==> config.mk <==
export PLATFORM = sky130hd
export DESIGN_NAME = pc_unit
export DESIGN_NICKNAME = d
export VERILOG_FILES = /design/src/rtl/pc_unit.sv
export SDC_FILE = /design/constraint.sdc
export NUM_CORES = 1
export LEC_CHECK = 0
export ABC_AREA = 1
export BUFFER_PORTS_ARGS = -buffer_cell sky130_fd_sc_hd__buf_4
export CAP_MARGIN = 40
export CORE_MARGIN = 2
export CORE_UTILIZATION = 28
export CTS_BUF_LIST = sky130_fd_sc_hd__clkbuf_16
export DETAILED_ROUTE_END_ITERATION = 7
export GPL_ROUTABILITY_DRIVEN = 0
export PLACE_DENSITY = 0.56
export SLEW_MARGIN = 20
export SYNTH_ARGS = -nofsm -noshare
export SYNTH_HDL_FRONTEND = slang
export SYNTH_SLANG_ARGS = --single-unit
==> constraint.sdc <==
create_clock -name clk -period 3.72 [get_ports clk]
set_input_delay 0.744 -clock clk [delete_from_list [all_inputs] [get_ports clk]]
set_output_delay 0.744 -clock clk [all_outputs]
set_load 0.03 [all_outputs]
==> src/rtl/pc_unit.sv <==
// ============================================================================
// Module   : pc_unit
// Purpose  : Program-counter register with RUN/HALTED control and saturating
//            performance counters. It sits between the next-PC mux and
//            instruction fetch. All state updates on the falling clock edge.
// Revision : 1.0 - initial release
// ----------------------------------------------------------------------------
// Ports:
//   clk          in   1          clock (state updates on negedge)
//   clr          in   1          synchronous active-high reset
//   next_pc      in   PC_WIDTH   PC selected by the next-PC mux
//   pc_inc       in   2          00 seq, 01 branch, 10 jump, 11 halt
//   stall        in   1          hold PC this cycle
//   resume       in   1          leave HALTED
//   bp_addr      in   PC_WIDTH   breakpoint address     (PC_BREAKPOINT_EN)
//   bp_valid     in   1          breakpoint enable      (PC_BREAKPOINT_EN)
//   current_pc   out  PC_WIDTH   registered PC
//   halted       out  1          high while HALTED
//   cycle_count  out  CNT_WIDTH  cycles spent in RUN (starts at 1)
//   instr_count  out  CNT_WIDTH  PC advances
//   branch_count out  CNT_WIDTH  advances with pc_inc=01
//   jump_count   out  CNT_WIDTH  advances with pc_inc=10
//   stall_count  out  CNT_WIDTH  stalled cycles
// Optional feature macro: PC_BREAKPOINT_EN
// ============================================================================
`default_nettype none

module pc_unit #(
  parameter int                  PC_WIDTH  = 32,
  parameter int                  CNT_WIDTH = 32,
  parameter logic [PC_WIDTH-1:0] RESET_PC  = '0
) (
  input  logic                 clk,
  input  logic                 clr,
  input  logic [PC_WIDTH-1:0]  next_pc,
  input  logic [1:0]           pc_inc,
  input  logic                 stall,
  input  logic                 resume,
`ifdef PC_BREAKPOINT_EN
  input  logic [PC_WIDTH-1:0]  bp_addr,
  input  logic                 bp_valid,
`endif
  output logic [PC_WIDTH-1:0]  current_pc,
  output logic                 halted,
  output logic [CNT_WIDTH-1:0] cycle_count,
  output logic [CNT_WIDTH-1:0] instr_count,
  output logic [CNT_WIDTH-1:0] branch_count,
  output logic [CNT_WIDTH-1:0] jump_count,
  output logic [CNT_WIDTH-1:0] stall_count
);

  localparam logic [1:0]           c_PC_INC_BRANCH = 2'b01;
  localparam logic [1:0]           c_PC_INC_JUMP   = 2'b10;
  localparam logic [1:0]           c_PC_INC_STOP   = 2'b11;
  localparam logic [CNT_WIDTH-1:0] c_CNT_ONE       = CNT_WIDTH'(1);

  typedef enum logic [0:0] {
    ST_RUN    = 1'b0,
    ST_HALTED = 1'b1
  } state_t;

  // Declaration initialisers give power-up values identical to reset values.
  state_t               r_state  = ST_RUN;
  logic                 r_halted = 1'b0;
  logic [PC_WIDTH-1:0]  r_pc     = RESET_PC;
  logic [CNT_WIDTH-1:0] r_cycle  = c_CNT_ONE;
  logic [CNT_WIDTH-1:0] r_instr  = '0;
  logic [CNT_WIDTH-1:0] r_branch = '0;
  logic [CNT_WIDTH-1:0] r_jump   = '0;
  logic [CNT_WIDTH-1:0] r_stall  = '0;

  logic w_bp_hit;

`ifdef PC_BREAKPOINT_EN
  assign w_bp_hit = bp_valid && (next_pc == bp_addr);
`else
  assign w_bp_hit = 1'b0;
`endif

  // Saturating increment: an all-ones counter stays put instead of wrapping.
  function automatic logic [CNT_WIDTH-1:0] f_sat_inc(input logic [CNT_WIDTH-1:0] v);
    return (&v) ? v : (v + c_CNT_ONE);
  endfunction

  always_ff @(negedge clk) begin
    if (clr) begin
      r_state  <= ST_RUN;
      r_halted <= 1'b0;
      r_pc     <= RESET_PC;
      r_cycle  <= c_CNT_ONE;
      r_instr  <= '0;
      r_branch <= '0;
      r_jump   <= '0;
      r_stall  <= '0;
    end else begin
      case (r_state)
        ST_RUN: begin
          if (pc_inc == c_PC_INC_STOP) begin
            // Halt outranks stall; PC and counters hold.
            r_state  <= ST_HALTED;
            r_halted <= 1'b1;
          end else if (stall) begin
            r_cycle <= f_sat_inc(r_cycle);
            r_stall <= f_sat_inc(r_stall);
          end else begin
            r_pc    <= next_pc;
            r_cycle <= f_sat_inc(r_cycle);
            r_instr <= f_sat_inc(r_instr);
            if (pc_inc == c_PC_INC_BRANCH) r_branch <= f_sat_inc(r_branch);
            if (pc_inc == c_PC_INC_JUMP)   r_jump   <= f_sat_inc(r_jump);
            // Breakpoint: the matching instruction is loaded, then we stop.
            if (w_bp_hit) begin
              r_state  <= ST_HALTED;
              r_halted <= 1'b1;
            end
          end
        end
        ST_HALTED: begin
          // Resume ignores pc_inc and the breakpoint so the core can step off.
          if (resume) begin
            r_state  <= ST_RUN;
            r_halted <= 1'b0;
            r_pc     <= next_pc;
          end
        end
        default: begin
          r_state  <= ST_RUN;
          r_halted <= 1'b0;
        end
      endcase
    end
  end

  assign current_pc   = r_pc;
  assign halted       = r_halted;
  assign cycle_count  = r_cycle;
  assign instr_count  = r_instr;
  assign branch_count = r_branch;
  assign jump_count   = r_jump;
  assign stall_count  = r_stall;

endmodule

`default_nettype wire
Yosys cells after proc, flatten, opt, wreduce, memory -nomap -nowiden. Cells that the tools add are included.

$add $sub $neg: 5. Equal/unequal tests: 7. Muxes and demuxes: 10. Bitwise operators: 8. Reduce and logical (&&, ||, !) cells: 12.

Operators by type and width (count): $add 32x1->32 const B (5); $reduce_and 32->1 (5); $mux 32 (3); $pmux 32 s2 (1); $reduce_and 5->1 (2); $ne 2x2->1 const B (4); $not 1->1 (8); $reduce_and 4->1 (2); $reduce_and 3->1 (2); $eq 2x2->1 const B (2); $mux 1 (4); $pmux 1 s2 (2); $eq 2x1->1 const B (1); $reduce_and 2->1 (1).

Register bits after elaboration: 194. Bits of input ports: 38. Output and inout bits: 193. Logic and storage cells: 50.

Longest topological paths before layout. Gate-level depths: netlist of run 1.

Depth after elaboration: 3. Gate-level depth with buffers: 12.

==> out/metrics.yaml, run 1 <==
status: "complete, no violations"
p_leak_uw: 0.00714
netlist-cell-type-count: 38
io_pins: 231
critPathKind: "reg2out"
reg2reg_from: "jump_count[1]"
maxSlewViolCount: 0
place_ws_ns: -0.148
nets: 2363
viasPerCell: 4.55
post-route-drc-count: 0
r2r_cells: 11
synthToLayoutAreaGrowth_pct: 37.7
ant_nets: 0
synth_edf_count: 0
port_buffers: 230
dpl-instance-area_sq_um: 14300
drt_iter0_markers: 677
holdPathStages: 2
async_reset_ff_share_pct: 0
place_hpwl_mm: 27.6
crit_required_ns: 2.98
die_x_microns: 207
synth_area_sq_um: 11500
maxSlewHeadroom_pct: 63.3
rsz0062_at_grt: "no"
netlist_instances: 1859
h-tree-depth: 4
yosysTopAreaCell: "dfxtp_1"
worst_ir_drop_vdd_v: 0.000309
grt_max_degree: 103
root_buffer: "clkbuf_16"
timing.critical_path.buf_inv: 1
setup_slack_ns: 0.0260
drive_above_1_share_pct: 23.0
layout_common_cells: "635 x nand2_1, 357 x inv_1, 334 x nor2_1, 274 x buf_4, 130 x a21oi_1"
synth-seq-cells: 194
die_h_microns: 207
setup_viol_count_final: 0
crit_slowest_cell: "dfxtp_1"
worst_pin_slew_ns: 0.551
final_cell_count_no_fill: 2865
r2r_setup_slack_ns: 1.58
routedWlPerCell_microns: 13.0
min_path_type: "reg2reg"
overflow: 0
mappedNetlistNets: 1902
drt-total-wl_mm: 37.2
clkLatencyLatePin_ns: 0.51
worstPathMaxFanout: 4
std_cell_rows: 74
dr_total_vias: 13000
holdWs_ns: 0.439
worstPathCellList: "buf_4"
design_area_sq_um: 15800
max-cap-violations: 0
dr.pass1.iters: 5
r2r_end: "jump_count[3]"
antenna_found_initial: 0
dp_cells: 2640
crit_arrival_ns: 2.95
min_from: "current_pc[6]"
synthFlopType: "dfxtp_1"
cts_buffers: 17
num_antenna_cells: 0
first_global_vias: 12300
yosys_warnings: 0
ys_seq_area_share_pct: 33.8
ys_top_cells_by_area: "dfxtp_1 34%, nand2_1 21%, nor2_1 11%"
cp_slowest_stage_delay_ns: 0.41
initial_utilization_pct: 28.3
crit_family: "flip-flops"
clock_path_buffers: 2
cts_sinks: 194
clk_pin_slew_worst_paths_ns: 0.04
yosys.area.top_type_share_pct: 33.8
hold_buffers: 0
cts_tree: "built"
clock_skew_ns: 0.0305
hold_end: "current_pc[6]"
syn_area_per_cell_sq_um: 6.19
end_kind: "primary output"
grt_pass1_wl_mm: 59.3
grt_use_total_pct: 17.3
core_sq_um: 40600
power.density_nw_per_um2: 347
hold_viol: 0
final_common_cell: "nand2_1"
start_kind: "flop"
dieArea_sq_um: 42700
## Yosys cell counts, types with 2 or more instances
cell      count
nand2_1     635
nor2_1      334
dfxtp_1     194
inv_1       165
a21oi_1     130
nand3_1      82
o21ai_0      48
xor2_1       37
nand3b_1     32
clkbuf_1     23
nand2_2      20
xnor2_1      19
nand4_1      17
nor3_1       16
nor2_2       12
a21oi_2      11
buf_2        11
nand3_2      10
buf_6         9
o21bai_1      8
inv_2         7
ha_1          5
nand2_4       5
nor2_4        5
buf_1         4
nand3_4       3
or2_2         3
buf_4         2
nor2_8        2
o21ai_1       2
## through the flow
stage	util, %	total power, uW	TNS [ns]
6_report	39.0	5490	0
4_1_cts	38.8	5660	0
2_1_floorplan	-	2840	0
3_3_place_gp	35.1	3060	-4.47
3_5_place_dp	35.1	3060	-8.04
5_1_grt	39.0	5930	0
## state kept, by name, summed over array words and instances, names as in the netlist
name          cells
cycle_count      32
r_state           1
jump_count       32
halted            1
branch_count     32
instr_count      32
current_pc       32
stall_count      32
## cells by family (layout without fill, tap and decap cells)
group / count (synthesis) / after routing / share of synthesized area, %
flip-flops: 194 / 194 / 33.8
AND/OR/NAND/NOR: 1180 / 1180 / 43.8
AO/OA/AOI/OAI: 200 / 200 / 9.34
buffers and inverters: 224 / 698 / 8.27
adder cells (fa/ha/maj): 5 / 5 / 0.544
XOR/XNOR: 56 / 56 / 4.27
## final cells by class
| cell class | count | area [sq um] |
|---|---|---|
| clock buffers | 17 | 425 |
| clock inverters | 209 | 922 |
| fillers | 4476 | 24800 |
| inverters | 173 | 654 |
| multi-input cells | 1441 | 6670 |
| flip-flops and latches | 194 | 4060 |
| well taps | 532 | 666 |
| repair buffers | 299 | 2440 |
## layer usage
metal,vias to the layer above,global-route usage [%],wire length [microns]
met5,-,0,0
met2,324,27.4,17500
li1,6739,-,-
met1,5927,20.3,16500
met3,44,6.47,2610
met4,0,8.95,638
## what timing repair did
item	4_1_cts	5_1_grt
setup endpoints to repair	102	37
setup buffers	0	0
resized for setup	108	37
hold endpoints to repair	0	0
## power breakdown
| part | total (uW) | leakage, uW | internal (uW) | switching, uW |
|---|---|---|---|---|
| clock | 2790 | 0.00133 | 1200 | 1580 |
| combinational | 534 | 0.00417 | 200 | 334 |
| sequential | 2170 | 0.00164 | 2140 | 36.2 |
| total | 5490 | 0.00714 | 3540 | 1950 |
## worst max-delay path by stage
stage	endpoint	cells past startpoint	slack, ns	start
after detailed placement	branch_count[31]	11	-0.15	pc_inc[0]
final	branch_count[3]	1	0.03	branch_count[3]
after global routing	instr_count[0]	1	0.002	instr_count[0]
after CTS	jump_count[6]	1	0.00009	jump_count[6]
after global placement	jump_count[17]	12	-0.13	pc_inc[1]
after floorplan	branch_count[10]	9	0.04	pc_inc[0]
Note: power is estimated with default switching activity, not from simulation.
==> inputs of run 2 (changes only) <==
Settings changed: ABC_AREA 1 to 0, CTS_BUF_LIST sky130_fd_sc_hd__clkbuf_16 to default, CTS_CLUSTER_SIZE from default to 20, PLACE_DENSITY 0.56 to 0.57.
==> out/metrics.yaml, run 2 <==
overflow: 0
mappedNetlistNets: 1196
first_global_vias: 10700
multi_input_area_sq_um: 6220
ys_seq_area_share_pct: 41.7
p_int_uw: 3630
ys_top_cells_by_area: "dfxtp_1 42%, a21oi_1 7.6%, nand2_1 5.6%"
clock_skew_ns: 0.0318
place_ws_ns: -0.918
worst_pin_slew_ns: 0.926
p_leak_uw: 0.00630
dr.pass1.iters: 5
nets: 1728
timing.critical_path.buf_inv: 1
initial_utilization_pct: 28.6
critPathKind: "in2reg"
viasPerCell: 5.18
synthFlopType: "dfxtp_1"
grt_busiest_layer: "met2"
start_kind: "input port"
place_hpwl_mm: 21.9
die_x_microns: 186
num_antenna_cells: 0
yosys_warnings: 0
setup_viol_count_final: 100
path_common_cell: "or4_4"
clock_path_buffers: 2
finalPower_uw: 5430
crit_family: "simple AND/OR/NAND/NOR gates"
crit_required_ns: 2.27
end_kind: "flop"
synth.most_common_cell: "dfxtp_1"
grt_pass1_wl_mm: 52.5
synth_area_sq_um: 9320
max-cap-violations: 0
maxSlewHeadroom_pct: 38.3
seq_power_share_pct: 39.8
drt-total-wl_mm: 33.9
yosys-top-cells-count: "194 x dfxtp_1, 142 x a21oi_1, 139 x nand2_1"
power.density_nw_per_um2: 353
cts_sinks: 194
worst_ir_drop_vdd_v: 0.000309
switching_share_pct: 33.2
hold_buffers: 0
clkLatencyLatePin_ns: 0.50
p_clk_share_pct: 51.8
min_path_type: "reg2reg"
setup_slack_ns: -0.318
final_common_cell: "buf_4"
die_h_microns: 186
cts_tree: "built"
std_cell_rows: 66
maxSlewViolCount: 0
crit_arrival_ns: 2.59
synth-seq-cells: 194
rsz0062_at_grt: "yes"
nFillCells: 3207
worstPathCellList: "buf_6 > a21o_4 > or4_4 > or4_4 > or3_4 > a21oi_2"
cp_slowest_stage_delay_ns: 0.55
crit_slowest_cell: "or4_4"
h-tree-depth: 4
grt_max_degree: 40
syn_area_per_cell_sq_um: 8.08
port_buffers: 230
r2r_setup_slack_ns: 0.90
dieArea_sq_um: 34800
netlist_instances: 1153
fin_util_pct: 47.2
register_area_sq_um: 4030
grt_use_total_pct: 18.2
violations: "negative setup slack"
cts_buffers: 17
ant_nets: 0
clk_pin_slew_worst_paths_ns: 0.04
drt_iter0_markers: 531
grt_use_met1_pct: 21.9
status: "finished, violations left"
core_sq_um: 32600
dr_total_vias: 11100
antenna_found_initial: 0
hold_viol: 0
worstPathMaxFanout: 8
async_reset_ff_share_pct: 0
post-route-drc-count: 0
routedWlPerCell_microns: 15.8
root_buffer: "clkbuf_16"
synth_edf_count: 0
io_pins: 231
p_sw_uw: 1800
drive_above_1_share_pct: 42.7
synthToLayoutAreaGrowth_pct: 65.1
yosys.area.top_type_share_pct: 41.7
grtUsageMet2_pct: 29.1
netlist-cell-type-count: 54
combPwrFrac_pct: 8.5
yosysTopAreaCell: "dfxtp_1"
layout_common_cells: "321 x buf_4, 219 x inv_1, 132 x nand2_1, 114 x dfxtp_2, 97 x a21oi_1"
grt_use_met3_pct: 6.17
## run 2: changes by cell type after synthesis, moves of 19 or more
cell	previous run	this run
clkbuf_1	23	51
nor2_1	334	68
or4_1	0	59
nand4_1	17	50
nand3b_1	32	3
nor4_1	0	19
nand2_1	635	139
nor2b_1	0	20
xor2_1	37	3
nand3_1	82	57
nand2_2	20	0
or3_1	0	51
o31ai_1	0	55
inv_1	165	26
## run 2: stage by stage
stage          TNS, ns  cells  hold slack, ns  area (sq um)
6_report        -13.60   2139           0.445         15400
4_1_cts          -8.40   2117           0.449         14400
2_1_floorplan   -21.44   1153           0.578          9590
3_5_place_dp    -90.11   1869           0.444         12500
3_3_place_gp    -86.86   1869           0.439         12500
5_1_grt         -17.36   2139           0.462         15400
## run 2: logic make-up after synthesis
family | share of synthesized area, %
compound gates | 18.2
simple gates | 31.0
buf+inv | 3.61
xor+xnor | 2.54
flops | 41.7
fa+ha+maj | 0.671
mux | 2.38
## run 2: layout make-up
cell class | instances | area share, %
Multi-Input combinational cell | 877 | 40.5
Sequential cell | 194 | 26.2
Timing Repair Buffer | 376 | 20.5
Clock inverter | 208 | 5.87
Tap cell | 442 | 3.60
Clock buffer | 17 | 2.77
Inverter | 25 | 0.610
## run 2: power groups by stage
stage | Clock (uW) | Sequential, uW | Combinational, uW
floorplan | 316 | 2250 | 137
global placement | 316 | 2190 | 390
detailed placement | 316 | 2190 | 393
CTS | 2930 | 2160 | 423
global route | 3170 | 2160 | 490
finish | 2810 | 2160 | 459
## run 2: path summary, 6_finish.rpt
check                           depth (start not counted)      startpoint              end
worst max register to register                          8   jump_count[0]   jump_count[10]
worst min register to register                          2  current_pc[27]   current_pc[27]
worst max-delay path                                    6       pc_inc[1]  cycle_count[24]
worst min-delay path                                    2  current_pc[27]   current_pc[27]
## run 2: repair_timing
item	CTS	global route
buffers inserted	21	22
gates cloned	3	7
setup endpoints to repair	123	185
gates resized for setup	115	236
pin swaps	73	54
hold endpoints to repair	0	0
## run 2: routing by layer
layer / share of wire (%) / vias to the layer above
met2: 49 / 312
met4: 1.2 / 0
met5: 0 / -
li1: - / 5384
met1: 44 / 5361
met3: 5.8 / 30
## run 2: worst reg2reg max path, cell delays in order, from the launching register on
cell,delay (ns)
dfxtp_1,0.36
buf_4,0.16
ha_1,0.21
nand3_1,0.10
nor4_2,0.51
nor3b_2,0.80
buf_12,0.30
o21ai_0,0.16
a21oi_2,0.15
==> inputs of run 3 (changes only) <==
Settings changed: ABC_AREA 0 to 1, PLACE_DENSITY 0.57 to 0.56, SKIP_CTS_REPAIR_TIMING from default to 1.
==> out/metrics.yaml, run 3 (synthesized netlist as in run 1, its figures left out) <==
status: "complete, no violations"
seq_power_share_pct: 39.6
end_kind: "primary output"
place_ws_ns: -0.148
cts_tree: "built"
worstPathMaxFanout: 4
ant_nets: 0
clock_path_buffers: 2
register_area_sq_um: 4060
drt_iter0_markers: 712
nets: 2363
power.density_nw_per_um2: 347
dp_cells: 2640
viasPerCell: 4.56
io_pins: 231
wl_met3_mm: 2.57
num_antenna_cells: 0
p_leak_uw: 0.00714
die_h_microns: 207
std_cell_rows: 74
setup_slack_ns: 0.0300
final_common_cell: "nand2_1"
worstPathCellList: "buf_4"
antenna_found_initial: 0
setup_viol_count_final: 0
clk_pin_slew_worst_paths_ns: 0.04
p_sw_uw: 1950
worst_ir_drop_vdd_v: 0.000325
post-route-drc-count: 0
met1_length_mm: 16.5
start_kind: "flop"
nFillCells: 4484
overflow: 0
combPwrFrac_pct: 9.7
max-cap-violations: 0
crit_family: "flip-flops"
die_x_microns: 207
p_clk_share_pct: 50.7
p_int_uw: 3540
drt-total-wl_mm: 37.1
cp_slowest_stage_delay_ns: 0.41
maxSlewViolCount: 0
multi_input_area_sq_um: 6670
drive_above_1_share_pct: 22.9
clock_skew_ns: 0.0261
dr_total_vias: 13100
crit_required_ns: 2.98
tns_ns: 0
dieArea_sq_um: 42700
critPathKind: "reg2out"
routedWlPerCell_microns: 13.0
final_cell_count_no_fill: 2865
grt_pass1_wl_mm: 58.9
hold_viol: 0
rsz0062_at_grt: "no"
layout_common_cells: "635 x nand2_1, 357 x inv_1, 334 x nor2_1, 278 x buf_4, 130 x a21oi_1"
crit_slowest_cell: "dfxtp_1"
cts_buffers: 17
root_buffer: "clkbuf_16"
maxSlewHeadroom_pct: 57.1
initial_utilization_pct: 28.3
grt_use_total_pct: 17.2
top_layer: "met4"
switching_share_pct: 35.6
h-tree-depth: 4
route.met2.wl_mm: 17.4
synthToLayoutAreaGrowth_pct: 37.6
cts_sinks: 194
finalPower_uw: 5490
min_path_type: "reg2reg"
port_buffers: 230
clkLatencyLatePin_ns: 0.50
dr.pass1.iters: 7
first_global_vias: 12300
worst_pin_slew_ns: 0.644
core_sq_um: 40600
place_hpwl_mm: 27.6
crit_arrival_ns: 2.95
grt_max_degree: 103
timing.critical_path.buf_inv: 1
## run 3: per-stage QoR
| step | area, sq um | hold slack (ns) | utilization [%] |
|---|---|---|---|
| CTS | 15600 | 0.442 | 38.4 |
| floorplan | 11500 | 0.492 | - |
| global route | 15800 | 0.452 | 38.9 |
| finish | 15800 | 0.439 | 38.9 |
| detailed placement | 14300 | 0.436 | 35.1 |
| global placement | 14300 | 0.431 | 35.1 |
## run 3: layout make-up
cell class | count | share of cell area (%)
clock inverters | 209 | 5.83
repair buffers | 299 | 15.4
clock buffers | 17 | 2.69
multi-input cells | 1441 | 42.1
flip-flops and latches | 194 | 25.7
well taps | 532 | 4.21
inverters | 173 | 4.14
## run 3: power by group through the flow
stage | registers (uW) | logic [uW] | clock network [uW]
2_1_floorplan | 2300 | 224 | 316
3_3_place_gp | 2210 | 533 | 316
3_5_place_dp | 2210 | 539 | 316
4_1_cts | 2180 | 541 | 2940
5_1_grt | 2170 | 580 | 3170
6_report | 2170 | 534 | 2780
## run 3: worst paths after layout
| check | cells after the start | startpoint | slack [ns] | to |
|---|---|---|---|---|
| setup / recovery | 1 | branch_count[3] | 0.03 | branch_count[3] |
| hold / removal | 2 | current_pc[6] | 0.44 | current_pc[6] |
| setup reg to reg | 11 | jump_count[1] | 1.56 | jump_count[3] |
| hold reg to reg | 2 | current_pc[6] | 0.44 | current_pc[6] |
## run 3: layer usage
metal | GRT usage [%] | vias up
met1 | 20.3 | 5915
met2 | 27.1 | 350
met5 | 0 | -
li1 | - | 6743
met4 | 8.88 | 0
met3 | 6.51 | 43
